**config.mk**
```make
export PLATFORM = sky130hd
export DESIGN_NAME = nibble_sequencer
export DESIGN_NICKNAME = d
export VERILOG_FILES = /design/src/rtl/nibble_sequencer.sv
export SDC_FILE = /design/constraint.sdc
export NUM_CORES = 1
export LEC_CHECK = 0
export ABC_CLOCK_PERIOD_IN_PS = 2100
export CAP_MARGIN = 20
export CORE_AREA = 4 4 77 72
export DETAILED_ROUTE_END_ITERATION = 7
export DIE_AREA = 0 0 81 76
export PLACE_DENSITY = 0.65
export RECOVER_POWER = 50
export SLEW_MARGIN = 20
export SYNTH_ARGS = -nofsm -noshare
export SYNTH_HDL_FRONTEND = slang
export SYNTH_SLANG_ARGS = --single-unit
```
**constraint.sdc**
```tcl
create_clock -name clk -period 2.1 [get_ports clk]
set_input_delay 0.315 -clock clk [delete_from_list [all_inputs] [get_ports clk]]
set_output_delay 0.315 -clock clk [all_outputs]
set_load 0.02 [all_outputs]
```
**src/rtl/nibble_sequencer.sv**
```systemverilog
// nibble_sequencer: fetch/execute sequencer with run/halt/step control for the 4-bit core.
// Optional breakpoint unit is enabled by defining NIBBLE_SEQ_BREAKPOINT_EN.
module nibble_sequencer #(
    parameter int                    PC_WIDTH = 12,
    parameter logic [PC_WIDTH-1:0]   RESET_PC = '0
) (
    input  logic                clk,
    input  logic                reset_n,
    input  logic                run,
    input  logic                step_req,
    output logic                step_ack,
    output logic                halted,
    input  logic [7:0]          prog_byte,
    output logic [PC_WIDTH-1:0] pc,
    output logic                phase,
    output logic [3:0]          instr,
    output logic [3:0]          oprnd,
    output logic                c_flag,
    output logic                z_flag,
    input  logic                incPC,
    input  logic                loadPC,
    input  logic                loadFlags,
    input  logic                alu_c,
    input  logic                alu_z,
    output logic                exec_en
`ifdef NIBBLE_SEQ_BREAKPOINT_EN
    ,
    input  logic                bp_valid,
    input  logic [PC_WIDTH-1:0] bp_addr,
    output logic                bp_hit
`endif
);

    typedef enum logic [1:0] {S_HALT, S_FETCH, S_EXEC} state_t;

    state_t              r_state, w_state_nx;
    logic [PC_WIDTH-1:0] r_pc, w_pc_nx;
    logic [7:0]          r_ir, w_ir_nx;
    logic                r_c, w_c_nx;
    logic                r_z, w_z_nx;
    logic                r_single, w_single_nx;
    logic                r_step_ack, w_step_ack_nx;
    logic                r_bp_hit, w_bp_hit_nx;
    logic [PC_WIDTH-1:0] w_pc_inc, w_jump, w_exec_pc;
    logic                w_run_ok, w_bp_trip;

    assign w_pc_inc  = r_pc + PC_WIDTH'(1);
    assign w_jump    = PC_WIDTH'({r_ir[3:0], prog_byte});
    assign w_exec_pc = loadPC ? w_jump : (incPC ? w_pc_inc : r_pc);

`ifdef NIBBLE_SEQ_BREAKPOINT_EN
    assign w_run_ok  = run & ~r_bp_hit;
    assign w_bp_trip = bp_valid && (w_exec_pc == bp_addr);
    assign bp_hit    = r_bp_hit;
`else
    assign w_run_ok  = run;
    assign w_bp_trip = 1'b0;
`endif

    // Next-state, PC, fetch register, flag and handshake logic
    always_comb begin
        w_state_nx    = r_state;
        w_pc_nx       = r_pc;
        w_ir_nx       = r_ir;
        w_c_nx        = r_c;
        w_z_nx        = r_z;
        w_single_nx   = r_single;
        w_step_ack_nx = 1'b0;
        w_bp_hit_nx   = r_bp_hit;
        case (r_state)
            S_HALT: begin
                if (w_run_ok) begin
                    w_state_nx  = S_FETCH;
                    w_single_nx = 1'b0;
                end else if (step_req) begin
                    w_state_nx  = S_FETCH;
                    w_single_nx = 1'b1;
                    w_bp_hit_nx = 1'b0;
                end
            end
            S_FETCH: begin
                w_ir_nx    = prog_byte;
                w_pc_nx    = incPC ? w_pc_inc : r_pc;
                w_state_nx = S_EXEC;
            end
            S_EXEC: begin
                w_pc_nx = w_exec_pc;
                w_c_nx  = loadFlags ? alu_c : r_c;
                w_z_nx  = loadFlags ? alu_z : r_z;
                if (r_single) begin
                    w_state_nx    = S_HALT;
                    w_step_ack_nx = 1'b1;
                    w_single_nx   = 1'b0;
                end else if (w_bp_trip) begin
                    w_state_nx  = S_HALT;
                    w_bp_hit_nx = 1'b1;
                end else begin
                    w_state_nx = run ? S_FETCH : S_HALT;
                end
            end
            default: w_state_nx = S_HALT;
        endcase
    end

    // State registers; reset may land at any point, including mid-instruction
    always_ff @(posedge clk or negedge reset_n) begin
        if (!reset_n) begin
            r_state    <= S_HALT;
            r_pc       <= RESET_PC;
            r_ir       <= '0;
            r_c        <= 1'b0;
            r_z        <= 1'b0;
            r_single   <= 1'b0;
            r_step_ack <= 1'b0;
            r_bp_hit   <= 1'b0;
        end else begin
            r_state    <= w_state_nx;
            r_pc       <= w_pc_nx;
            r_ir       <= w_ir_nx;
            r_c        <= w_c_nx;
            r_z        <= w_z_nx;
            r_single   <= w_single_nx;
            r_step_ack <= w_step_ack_nx;
            r_bp_hit   <= w_bp_hit_nx;
        end
    end

    assign pc       = r_pc;
    assign phase    = (r_state == S_EXEC);
    assign halted   = (r_state == S_HALT);
    assign exec_en  = (r_state != S_HALT);
    assign instr    = r_ir[7:4];
    assign oprnd    = r_ir[3:0];
    assign c_flag   = r_c;
    assign z_flag   = r_z;
    assign step_ack = r_step_ack;

endmodule

```
# Word level (Yosys, flattened, before mapping)
# Index checks and enable logic that the tools add are counted.
[totals]
inputBits = 17
word_cells = 30
ff_bits = 26
output_inout_bits = 26
[op_classes]
add_sub_neg = 1
eq_ne = 3
n_reduce_logical = 6
mux = 13
[op_table]
columns = ["cell", "n"]
rows = [
  ["two-way mux 12 bit", 2],
  ["one-hot mux 12 bit (2 select lines)", 1],
  ["adder 12 x 1 -> 12 bit (second input constant)", 1],
  ["two-way mux 1 bit", 6],
  ["one-hot mux 2 bit (3 select lines)", 1],
  ["nonzero test 2 bit", 3],
  ["two-way mux 2 bit", 2],
  ["AND reduction 2 bit", 2],
  ["!= test 3 bit (second input constant)", 1],
  ["== test 2 x 1 -> 1 bit (second input constant)", 1],
  ["== test 2 bit (second input constant)", 1],
  ["zero test 2 bit", 1],
  ["one-hot mux 1 bit (2 select lines)", 1],
]

# Logic depth before layout (Yosys ltp)
# Gate-level depths: netlist of the first run.
[logic_depth]
depth_word = 4
depth_mapped = 7
depth_no_buf = 6

# Worst setup path after synthesis of the first run
# No wires, ideal clock.
[synth_path]
kind = "register to register"
start = "register r_state[0]"
end = "register r_pc[9], in the netlist pc[9]"
path_buffers = 0
t_required_ps = 1977
synth_period_minus_slack_ps = 1622
path_stages_with_launch = 7
setup_ps = 123
slack_ps = 478
arrival_time_ps = 1500
cell_sequence = "dfrtp_1 inv_1 ha_1 and2_0 nor4_1 o21ai_1 a21boi_1"
[synth_via]
elab_chain_cells = 2
elab_cells_between_ends = 4
classes_between = "eq/ne: 2; mux: 1; reduce/logical: 1"
[synth_lines]
columns = ["element", "line_no", "text"]
rows = [
  ["start: declaration", "36", "state_t r_state, w_state_nx;"],
  ["start signal: assignment", "117", "r_state <= w_state_nx;"],
  ["== test 2 bit (*)", "n/a", ""],
  ["net phase", "15", "output logic phase,"],
  ["one-hot mux 12 bit (2 select lines) / nonzero test 2 bit (equally long branches)", "n/a", ""],
  ["end signal: assignment", "118", "r_pc <= w_pc_nx;"],
  ["end: declaration", "37", "logic [PC_WIDTH-1:0] r_pc, w_pc_nx;"],
]
# The timed path passes the listed nets; every way through them passes the cells marked *.
# A chain may end at the register's enable or synchronous reset.

# Final worst setup path of the first run
[layout_path]
start = "register r_state[1]"
end = "output port halted"
[layout_via]
elab_chain_cells = 1
[layout_lines]
columns = ["element", "line_no", "text"]
rows = [
  ["zero test 2 bit", "130", "assign halted = (r_state == S_HALT);"],
  ["end: declaration", "12", "output logic halted,"],
]
# Every way passes these cells.

==> results.json, run 1 <==
{
  "start_util_pct": 29.4,
  "htree_levels": 1,
  "dp_hpwl_um": 2430,
  "synth-async-reset-ratio_pct": 100,
  "drt-total-wl_um": 3400,
  "syn_nets": 162,
  "grt_pass1_wl_um": 5680,
  "rsz0062_at_grt": "no",
  "ys.flop_type": "dfrtp_1",
  "grt_pass1_vias": 1146,
  "netlist_instances": 139,
  "fillers": 522,
  "vias": 1205,
  "syn_to_final_growth_pct": 39.7,
  "hold_path_class": "reg -> reg",
  "crit_path_end_kind": "output pin",
  "drcViolationCount": 0,
  "clock-sinks": 26,
  "post-route-cell-area_um2": 1950,
  "leakage_uw": 0.000816,
  "final_max_slew_viol_count": 0,
  "antenna_found_initial": 0,
  "drtIter0Drc": 27,
  "setup_violations": 0,
  "fp.dieH_um": 76,
  "reg2regPathDepth": 6,
  "via_per_inst": 4.90,
  "tns_ns": 0,
  "globalplace.congestion": 0.766,
  "cts-buffers-inserted": 3,
  "first_pass_iters": 6,
  "die_width_um": 81,
  "clock_path_buffers": 2,
  "max_freq_mhz": 502,
  "yosysSeqAreaShare_pct": 46.7,
  "max-vdd-ir-drop_v": 0.000621,
  "drt-wirelength-per-cell_um": 13.8,
  "p_sw_uw": 1360,
  "port_buffers": 42,
  "synth_edf_count": 0,
  "power.share.switching_pct": 42.7,
  "final_nets": 205,
  "cts_tree": "yes",
  "rows": 24,
  "arrival_ns": 1.68,
  "slew_headroom_pct": 2.98,
  "ys_ff_latch": 26,
  "internal_power_uw": 1820,
  "drtAntennaViolNets": 0,
  "rrSetupSlack_ns": 0.30,
  "crit_type": "reg -> out",
  "clock_latency_ns": 0.28,
  "dieArea_um2": 6160,
  "synth_cell_types": 39,
  "drv_cap": 0,
  "core-area_um2": 4740,
  "tightest_slew_ns": 1.46,
  "powerDensity_nw_per_um2": 1630,
  "syn_avg_cell_area_um2": 10.0,
  "ys.warnings.count": 0,
  "placed_area_um2": 1880,
  "skew_ns": 0.00362,
  "required_ns": 1.78,
  "p_seq_share_pct": 31.8,
  "hold_violations": 0,
  "drive_gt1_share_pct": 12.2,
  "outcome": "completed",
  "post-cts-setup-buffers": 0,
  "finalCriticalPeriod_ns": 1.99,
  "hold_depth": 1,
  "grt_max_degree": 29,
  "finalCritPeriodShare_pct": 94.8,
  "cts-root-buf": "clkbuf_8",
  "gr-total-overflow": 0,
  "path_max_fanout": 5,
  "path_clk_slew_ns": 0.10,
  "hold_buffers": 0,
  "grt_util_all_layers_pct": 11.6,
  "diodes": 0,
  "cp-start-kind": "flip-flop",
  "boundaryPins": 43,
  "combPwrFrac_pct": 54.8,
  "p_clk_share_pct": 13.4,
  "netlist_area_um2": 1390
}
==> cell type report <==
type	count	area [um2]	area share [%]
clock buffers	3	41.3	2.12
clock inverters	1	30.0	1.54
inverters	5	18.8	0.965
multi-input cells	102	694	35.7
flip-flops and latches	26	651	33.4
well taps	65	81.3	4.18
repair buffers	44	429	22.1
==> path summary, 6_finish.rpt <==
check	start	endpoint
max	r_state[1]	halted
min	z_flag	z_flag
max reg2reg	r_state[0]	pc[5]
min reg2reg	z_flag	z_flag
max in group asynchronous	reset_n	step_ack
min in group asynchronous	reset_n	r_single
==> metal layers <==
layer  track usage, %  wire length (um)  vias to the layer above  share of wire (%)
met5                0                 0                        -                  0
met3             3.19               165                        2                4.9
li1                 -                 -                      588                  -
met4             3.04                25                        0               0.74
met2             17.6              1620                       32                 48
met1             16.3              1590                      583                 47
==> worst max-delay path: stages, from the launching register on <==
cell and delay (ns):
dfrtp_1 0.41, inv_1 0.12, ha_1 0.24, clkdlybuf4s50_1 0.63
==> repair_timing <==
item | in CTS | in global routing
resized for setup | 2 | 0
setup endpoints to repair | 2 | 0
hold endpoints to repair | 0 | 0
==> cell usage in the layout (no fill, tap or decap), types with 2 or more instances in the layout <==
cell             synthesis  final
nand4_1                  3      3
nand3_1                  4      4
a21oi_1                 17     17
mux2_2                  10     10
a2bb2oi_1                2      2
o21ai_0                  7      7
o21ai_1                  2      2
clkbuf_8                 0      3
ha_1                     6      6
dlygate4sd2_1            0      2
nor4_1                   2      2
dfrtp_1                 26     26
nor2_1                   9      9
a31oi_1                  2      2
inv_1                    5      5
clkdlybuf4s50_1          0     40
a21o_1                   2      2
nand2_1                 13     13
o22ai_1                  3      3
and2_0                   1      2
==> power by group through the flow <==
stage	registers (uW)	clock network (uW)	logic [uW]
2_1_floorplan	1240	0	818
6_report	1010	425	1740
4_1_cts	1010	439	1760
3_5_place_dp	1020	0	1770
3_3_place_gp	1020	0	1760
5_1_grt	1060	452	1900
==> cells in the mapped netlist, drive strengths merged, types with 2 or more instances <==
master   number  area share (%)
dfrtp        26              47
a21oi        17             6.1
nand2        14             4.0
mux2         10             8.1
nor2          9             2.4
o21ai         9             3.2
ha            6             5.4
inv           5             1.3
nand3         5             2.2
nand4         5             3.8
clkbuf        4             1.3
o22ai         3             1.3
a21o          2             1.1
a2bb2oi       2             1.3
a31oi         2            0.90
and2          2            0.90
buf           2            0.72
nor3          2             1.1
nor4          2            0.90
==> registers in the layout, indices dropped and copies added, names as in the netlist <==
signal    cells
step_ack      1
r_single      1
r_ir          8
z_flag        1
pc           12
c_flag        1
r_state       2
==> through the flow <==
step           utilization, %  total power [uW]  hold WS (ns)  instances  setup slack (ns)
6_report                 41.0              3170         0.511        246             0.109
5_1_grt                  41.0              3410         0.530        246           0.00952
4_1_cts                  41.1              3210         0.406        246            0.0910
3_5_place_dp             39.6              2790         0.492        242             0.272
3_3_place_gp             39.6              2780         0.492        242             0.313
2_1_floorplan               -              2060        0.0194        139             0.478
==> kinds of logic (layout without fill, tap and decap cells) <==
group	count (synthesis)	in the layout	synth area share (%)
AO/OA/AOI/OAI	42	42	18.4
adder cells (fa/ha/maj)	6	6	5.39
buffers and inverters	11	53	3.41
flip-flops	26	26	46.7
multiplexers	11	11	8.81
AND/OR/NAND/NOR	43	43	17.3
(Power assumes the default switching activity.)
==> run 2: changes to the inputs <==
--- a/config.mk
+++ b/config.mk
@@ -5,9 +5,10 @@
 export SDC_FILE = /design/constraint.sdc
 export NUM_CORES = 1
 export LEC_CHECK = 0
-export ABC_CLOCK_PERIOD_IN_PS = 2100
+export ABC_CLOCK_PERIOD_IN_PS = 1990
 export CAP_MARGIN = 20
 export CORE_AREA = 4 4 77 72
+export CTS_BUF_LIST = sky130_fd_sc_hd__clkbuf_16
 export DETAILED_ROUTE_END_ITERATION = 7
 export DIE_AREA = 0 0 81 76
 export PLACE_DENSITY = 0.65
@@ -16,3 +17,4 @@
 export SYNTH_ARGS = -nofsm -noshare
 export SYNTH_HDL_FRONTEND = slang
 export SYNTH_SLANG_ARGS = --single-unit
+export TNS_END_PERCENT = 10
==> constraint.sdc (replaced) <==
create_clock -name clk -period 1.99 [get_ports clk]
set_input_delay 0.2985 -clock clk [delete_from_list [all_inputs] [get_ports clk]]
set_output_delay 0.2985 -clock clk [all_outputs]
set_load 0.02 [all_outputs]
==> run 2 against run 1 <==
Net effect:
- power is 9.9% higher
- hold slack got worse by 0.0075 ns
- critical path depth increased by 1
- non-clock buffer count rose by 2
- sequential share of layout area shrank 0.88 points
- die area unchanged
- via count shrank 0.50%
- final cell count up 0.81%
- setup slack improved by 0.11 ns
- combinational power rose by 6%
- sequential cell count unchanged
- first-iteration DRC count is 140% higher
- largest power group unchanged
==> results.json, run 2 (synthesis results as in run 1) <==
{
  "p_sw_uw": 1450,
  "mostFrequentLayoutCell": "clkdlybuf4s50_1",
  "boundaryPins": 43,
  "drtAntennaViolNets": 0,
  "drv_cap": 0,
  "die_width_um": 81,
  "cts-root-buf": "clkbuf_16",
  "grt_use_met2_pct": 17.9,
  "hold_path_class": "reg -> reg",
  "fp.dieH_um": 76,
  "port_buffers": 42,
  "groute.layer.met1.usage_pct": 15.9,
  "combPwrFrac_pct": 52.8,
  "grt_pass1_vias": 1146,
  "grt_max_degree": 28,
  "max-vdd-ir-drop_v": 0.000750,
  "globalplace.congestion": 0.781,
  "clock_latency_ns": 0.26,
  "diodes": 0,
  "fin_total_pwr_uw": 3490,
  "cp-start-kind": "flip-flop",
  "powerDensity_nw_per_um2": 1750,
  "final_nets": 207,
  "multi_input_area_um2": 694,
  "p_clk_share_pct": 16.7,
  "core-area_um2": 4740,
  "drive_gt1_share_pct": 13.7,
  "cp-startpoint": "r_state[0]",
  "internal_power_uw": 2040,
  "rrSetupSlack_ns": 0.23,
  "reg2regPathDepth": 6,
  "path_max_fanout": 5,
  "leakage_uw": 0.000859,
  "finalCriticalPeriod_ns": 1.77,
  "skew_ns": 0.00637,
  "grt-busiest-layer": "met2",
  "hold_buffers": 0,
  "whs_ns": 0.504,
  "cts_tree": "yes",
  "outcome": "completed",
  "crit_end": "exec_en",
  "post-cts-setup-buffers": 0,
  "hold_violations": 0,
  "final_max_slew_viol_count": 0,
  "crit_type": "reg -> out",
  "drt-total-wl_um": 3430,
  "grt_pass1_wl_um": 5740,
  "finalCritPeriodShare_pct": 88.8,
  "drtIter0Drc": 64,
  "regArea_um2": 651,
  "vias": 1199,
  "arrival_ns": 1.47,
  "power.share.switching_pct": 41.5,
  "rsz0062_at_grt": "no",
  "timing.rr.start": "r_state[0]",
  "max_freq_mhz": 566,
  "dp_hpwl_um": 2540,
  "fillers": 487,
  "htree_levels": 1,
  "drcViolationCount": 0,
  "via_per_inst": 4.83,
  "tightest_slew_ns": 0.669,
  "cts-buffers-inserted": 3,
  "final_cell_mix": "clkdlybuf4s50_1, dfrtp_1, a21oi_1",
  "crit_path_end_kind": "output pin",
  "slew_headroom_pct": 55.4,
  "p_seq_share_pct": 30.4,
  "gr-total-overflow": 0,
  "drt-wirelength-per-cell_um": 13.8,
  "largest_register_ffs": 12,
  "first_pass_iters": 4,
  "grt_util_met3_pct": 4.37,
  "tns_ns": 0,
  "grt_util_all_layers_pct": 11.9,
  "antenna_found_initial": 0,
  "rows": 24,
  "path_clk_slew_ns": 0.07,
  "clock-sinks": 26,
  "start_util_pct": 29.4,
  "syn_to_final_growth_pct": 43.5,
  "dieArea_um2": 6160,
  "rr_endpoint": "pc[9]",
  "clock_path_buffers": 2,
  "setup_violations": 0,
  "required_ns": 1.69
}
[run 2: cell count changes in the layout (fill, tap and decap cells not counted), sizes merged]
cell	previous run	this run
dlymetal6s2s	0	1
buf	1	3
dlygate4sd3	0	6
clkdlybuf4s50	40	33
[run 2: routing by layer]
metal | up-vias | part of all wire (%) | wire length (um)
li1 | 594 | - | -
met1 | 571 | 44 | 1510
met2 | 30 | 48 | 1640
met3 | 4 | 7.2 | 246
met4 | 0 | 0.90 | 31
met5 | - | 0 | 0
[run 2: stage by stage]
step | util (%) | setup WS [ns] | area, um2 | std cells
3_3_place_gp | 40.0 | 0.219 | 1900 | 244
4_1_cts | 42.1 | 0.0250 | 2000 | 248
3_5_place_dp | 40.0 | 0.190 | 1900 | 244
5_1_grt | 42.1 | 0.0408 | 2000 | 248
2_1_floorplan | - | 0.368 | 1390 | 139
6_report | 42.1 | 0.223 | 2000 | 248
[run 2: how the worst min path moves through the flow]
stage             from  endpoint  cells after the start
3_5_place_dp    z_flag    z_flag                      1
3_3_place_gp   r_ir[7]   r_ir[7]                      1
4_1_cts        reset_n    z_flag                      2
5_1_grt        r_ir[5]   r_ir[5]                      1
6_report        z_flag    z_flag                      1
2_1_floorplan  reset_n    c_flag                      0
[run 2: critical path, stage by stage, from the launching register on]
cell and delay [ns]:
dfrtp_1 0.41, inv_1 0.09, ha_1 0.25, inv_1 0.12
dlygate4sd2_1 0.34
[run 2: area by class of cell]
cell class | instances | share of cell area, %
multi-input combinational | 102 | 34.8
sequential | 26 | 32.6
timing repair buffer | 46 | 22.4
tap | 65 | 4.07
clock buffer | 3 | 3.76
clock inverter | 1 | 1.50
inverter | 5 | 0.939
[run 2: what timing repair did]
action	CTS	global route
endpoints found under the hold margin	0	0
setup endpoints to repair	2	1
gates resized for setup	2	1
[run 2: power by group through the flow]
stage                     combinational (uW)  clock, uW  sequential, uW
final                                   1840        584            1060
after global routing                    2010        615            1110
after CTS                               1890        597            1070
after detailed placement                1900          0            1080
after global placement                  1870          0            1070
after floorplan                          863          0            1310
==> run 3: changes to the inputs <==
--- a/config.mk
+++ b/config.mk
@@ -11,7 +11,7 @@
 export CTS_BUF_LIST = sky130_fd_sc_hd__clkbuf_16
 export DETAILED_ROUTE_END_ITERATION = 7
 export DIE_AREA = 0 0 81 76
-export PLACE_DENSITY = 0.65
+export PLACE_DENSITY = 0.55
 export RECOVER_POWER = 50
 export SLEW_MARGIN = 20
 export SYNTH_ARGS = -nofsm -noshare
==> run 3 against run 2 <==
Net effect:
- critical path depth shrank 1
- wire length grew 2.2%
- final cell count shrank 0.81%
- clock power grew 1%
- sequential power is essentially flat
- global-route usage grew 0.20 points
- largest power group unchanged
- combinational power is essentially flat
- critical endpoint is now phase
- sequential cell count is the same
- count of clock-buffer cells in the layout is the same
==> results.json, run 3 (synthesis results as in run 1) <==
{
  "dp_worst_setup_slack_ns": 0.134,
  "tns_ns": 0,
  "grt_max_degree": 29,
  "path_max_fanout": 7,
  "hp-start": "r_ir[5]",
  "grt_util_all_layers_pct": 12.1,
  "max_freq_mhz": 554,
  "fin_ws_ns": 0.185,
  "clock-sinks": 26,
  "final_cell_mix": "clkdlybuf4s50_1, dfrtp_1, a21oi_1",
  "post-route-cell-area_um2": 1990,
  "max-vdd-ir-drop_v": 0.000655,
  "finalCriticalPeriod_ns": 1.81,
  "syn_to_final_growth_pct": 42.8,
  "grt_pass1_vias": 1188,
  "boundaryPins": 43,
  "cts-buffers-inserted": 3,
  "fp.dieH_um": 76,
  "placed_area_um2": 1880,
  "path_buf_inv": 2,
  "dieArea_um2": 6160,
  "rr_endpoint": "pc[9]",
  "globalplace.congestion": 0.763,
  "drive_gt1_share_pct": 12.7,
  "diodes": 0,
  "clock_latency_ns": 0.26,
  "core-area_um2": 4740,
  "drtAntennaViolNets": 0,
  "outcome": "completed",
  "timing.rr.start": "r_state[0]",
  "crit_path_end_kind": "output pin",
  "hold_depth": 1,
  "cts-root-buf": "clkbuf_16",
  "post-cts-setup-buffers": 0,
  "reg2regPathDepth": 6,
  "finalCritPeriodShare_pct": 90.7,
  "dp_hpwl_um": 2580,
  "slew_headroom_pct": 55.4,
  "setup_violations": 0,
  "final_nets": 205,
  "grt_pass1_wl_um": 5920,
  "crit_type": "reg -> out",
  "powerDensity_nw_per_um2": 1750,
  "via_per_inst": 4.99,
  "cts_tree": "yes",
  "cpLargestDelayFamily": "buffers and inverters",
  "port_buffers": 42,
  "start_util_pct": 29.4,
  "worstHoldEndpoint": "r_ir[5]",
  "gr-total-overflow": 0,
  "skew_ns": 0.00794,
  "tightest_slew_ns": 0.668,
  "path_clk_slew_ns": 0.07,
  "slowest_stage": "dfrtp_1",
  "drv_cap": 0,
  "hold_violations": 0,
  "drt-wirelength-per-cell_um": 14.2,
  "drtIter0Drc": 69,
  "drt-total-wl_um": 3500,
  "final_max_slew_viol_count": 0,
  "cp-startpoint": "r_state[0]",
  "htree_levels": 1,
  "vias": 1228,
  "hold_path_class": "reg -> reg",
  "drcViolationCount": 0,
  "largest_register_ffs": 12,
  "rrSetupSlack_ns": 0.19,
  "max_stage_delay_ns": 0.43,
  "first_pass_iters": 4,
  "fin_util_pct": 41.9,
  "fillers": 485,
  "arrival_ns": 1.51,
  "die_width_um": 81,
  "leakage_uw": 0.000858,
  "required_ns": 1.69,
  "rows": 24,
  "antenna_found_initial": 0,
  "mostFrequentLayoutCell": "clkdlybuf4s50_1",
  "rsz0062_at_grt": "no",
  "crit_chain": "inv_1, ha_1, dlygate4sd2_1",
  "clock_path_buffers": 2,
  "cp-start-kind": "flip-flop"
}
## run 3: cell types whose count changed in the layout (fill, tap and decap cells not counted)
cell / change
nand2_4: +1
clkdlybuf4s50_1: -2
buf_4: -2
dlygate4sd3_1: +2
nand2_2: -1
## run 3: worst max-delay path by stage
stage	end	slack, ns	cells past startpoint
2_1_floorplan	pc[9]	0.37	6
3_3_place_gp	pc[9]	0.21	5
3_5_place_dp	pc[5]	0.13	6
4_1_cts	halted	0.009	3
5_1_grt	pc[9]	0.02	6
6_report	phase	0.18	3
## run 3: layer usage
metal / GRT usage [%] / up-vias / wire length (um)
met5: 0 / - / 0
met4: 4.39 / 0 / 27
met3: 2.13 / 2 / 114
met2: 19.2 / 23 / 1810
met1: 16.2 / 612 / 1550
li1: - / 591 / -
## run 3: metrics by stage
step | instances | hold slack (ns) | total power (uW)
after detailed placement | 242 | 0.499 | 2980
final | 246 | 0.502 | 3490
after global routing | 246 | 0.528 | 3740
after CTS | 246 | 0.419 | 3560
after floorplan | 139 | 0.00291 | 2180
after global placement | 242 | 0.489 | 2920
## run 3: worst register-to-register path, cell delays in order, from the launching register on
cell and delay (ns):
dfrtp_1 0.42, inv_1 0.09, ha_1 0.31, and2_0 0.31, nor4_1 0.32, o21ai_1 0.10
a21boi_1 0.13
## run 3: final cells by class
cell class                      instances  area [um2]  share of cell area [%]
Inverter                                5        18.8                   0.944
Multi-Input combinational cell        102         699                    35.2
Clock buffer                            3        75.1                    3.78
Tap cell                               65        81.3                    4.09
Timing Repair Buffer                   44         433                    21.8
Clock inverter                          1        30.0                    1.51
Sequential cell                        26         651                    32.7
## run 3: power breakdown
group	total (uW)	switching, uW	internal [uW]
Clock	592	192	401
Sequential	1070	278	789
Combinational	1830	991	838
Total	3490	1460	2030
## run 3: repair_timing
| action | CTS | global route |
|---|---|---|
| gates resized for setup | 2 | 2 |
| hold buffers | 0 | 0 |
| setup endpoints to repair | 2 | 2 |
| hold endpoints to repair | 0 | 0 |
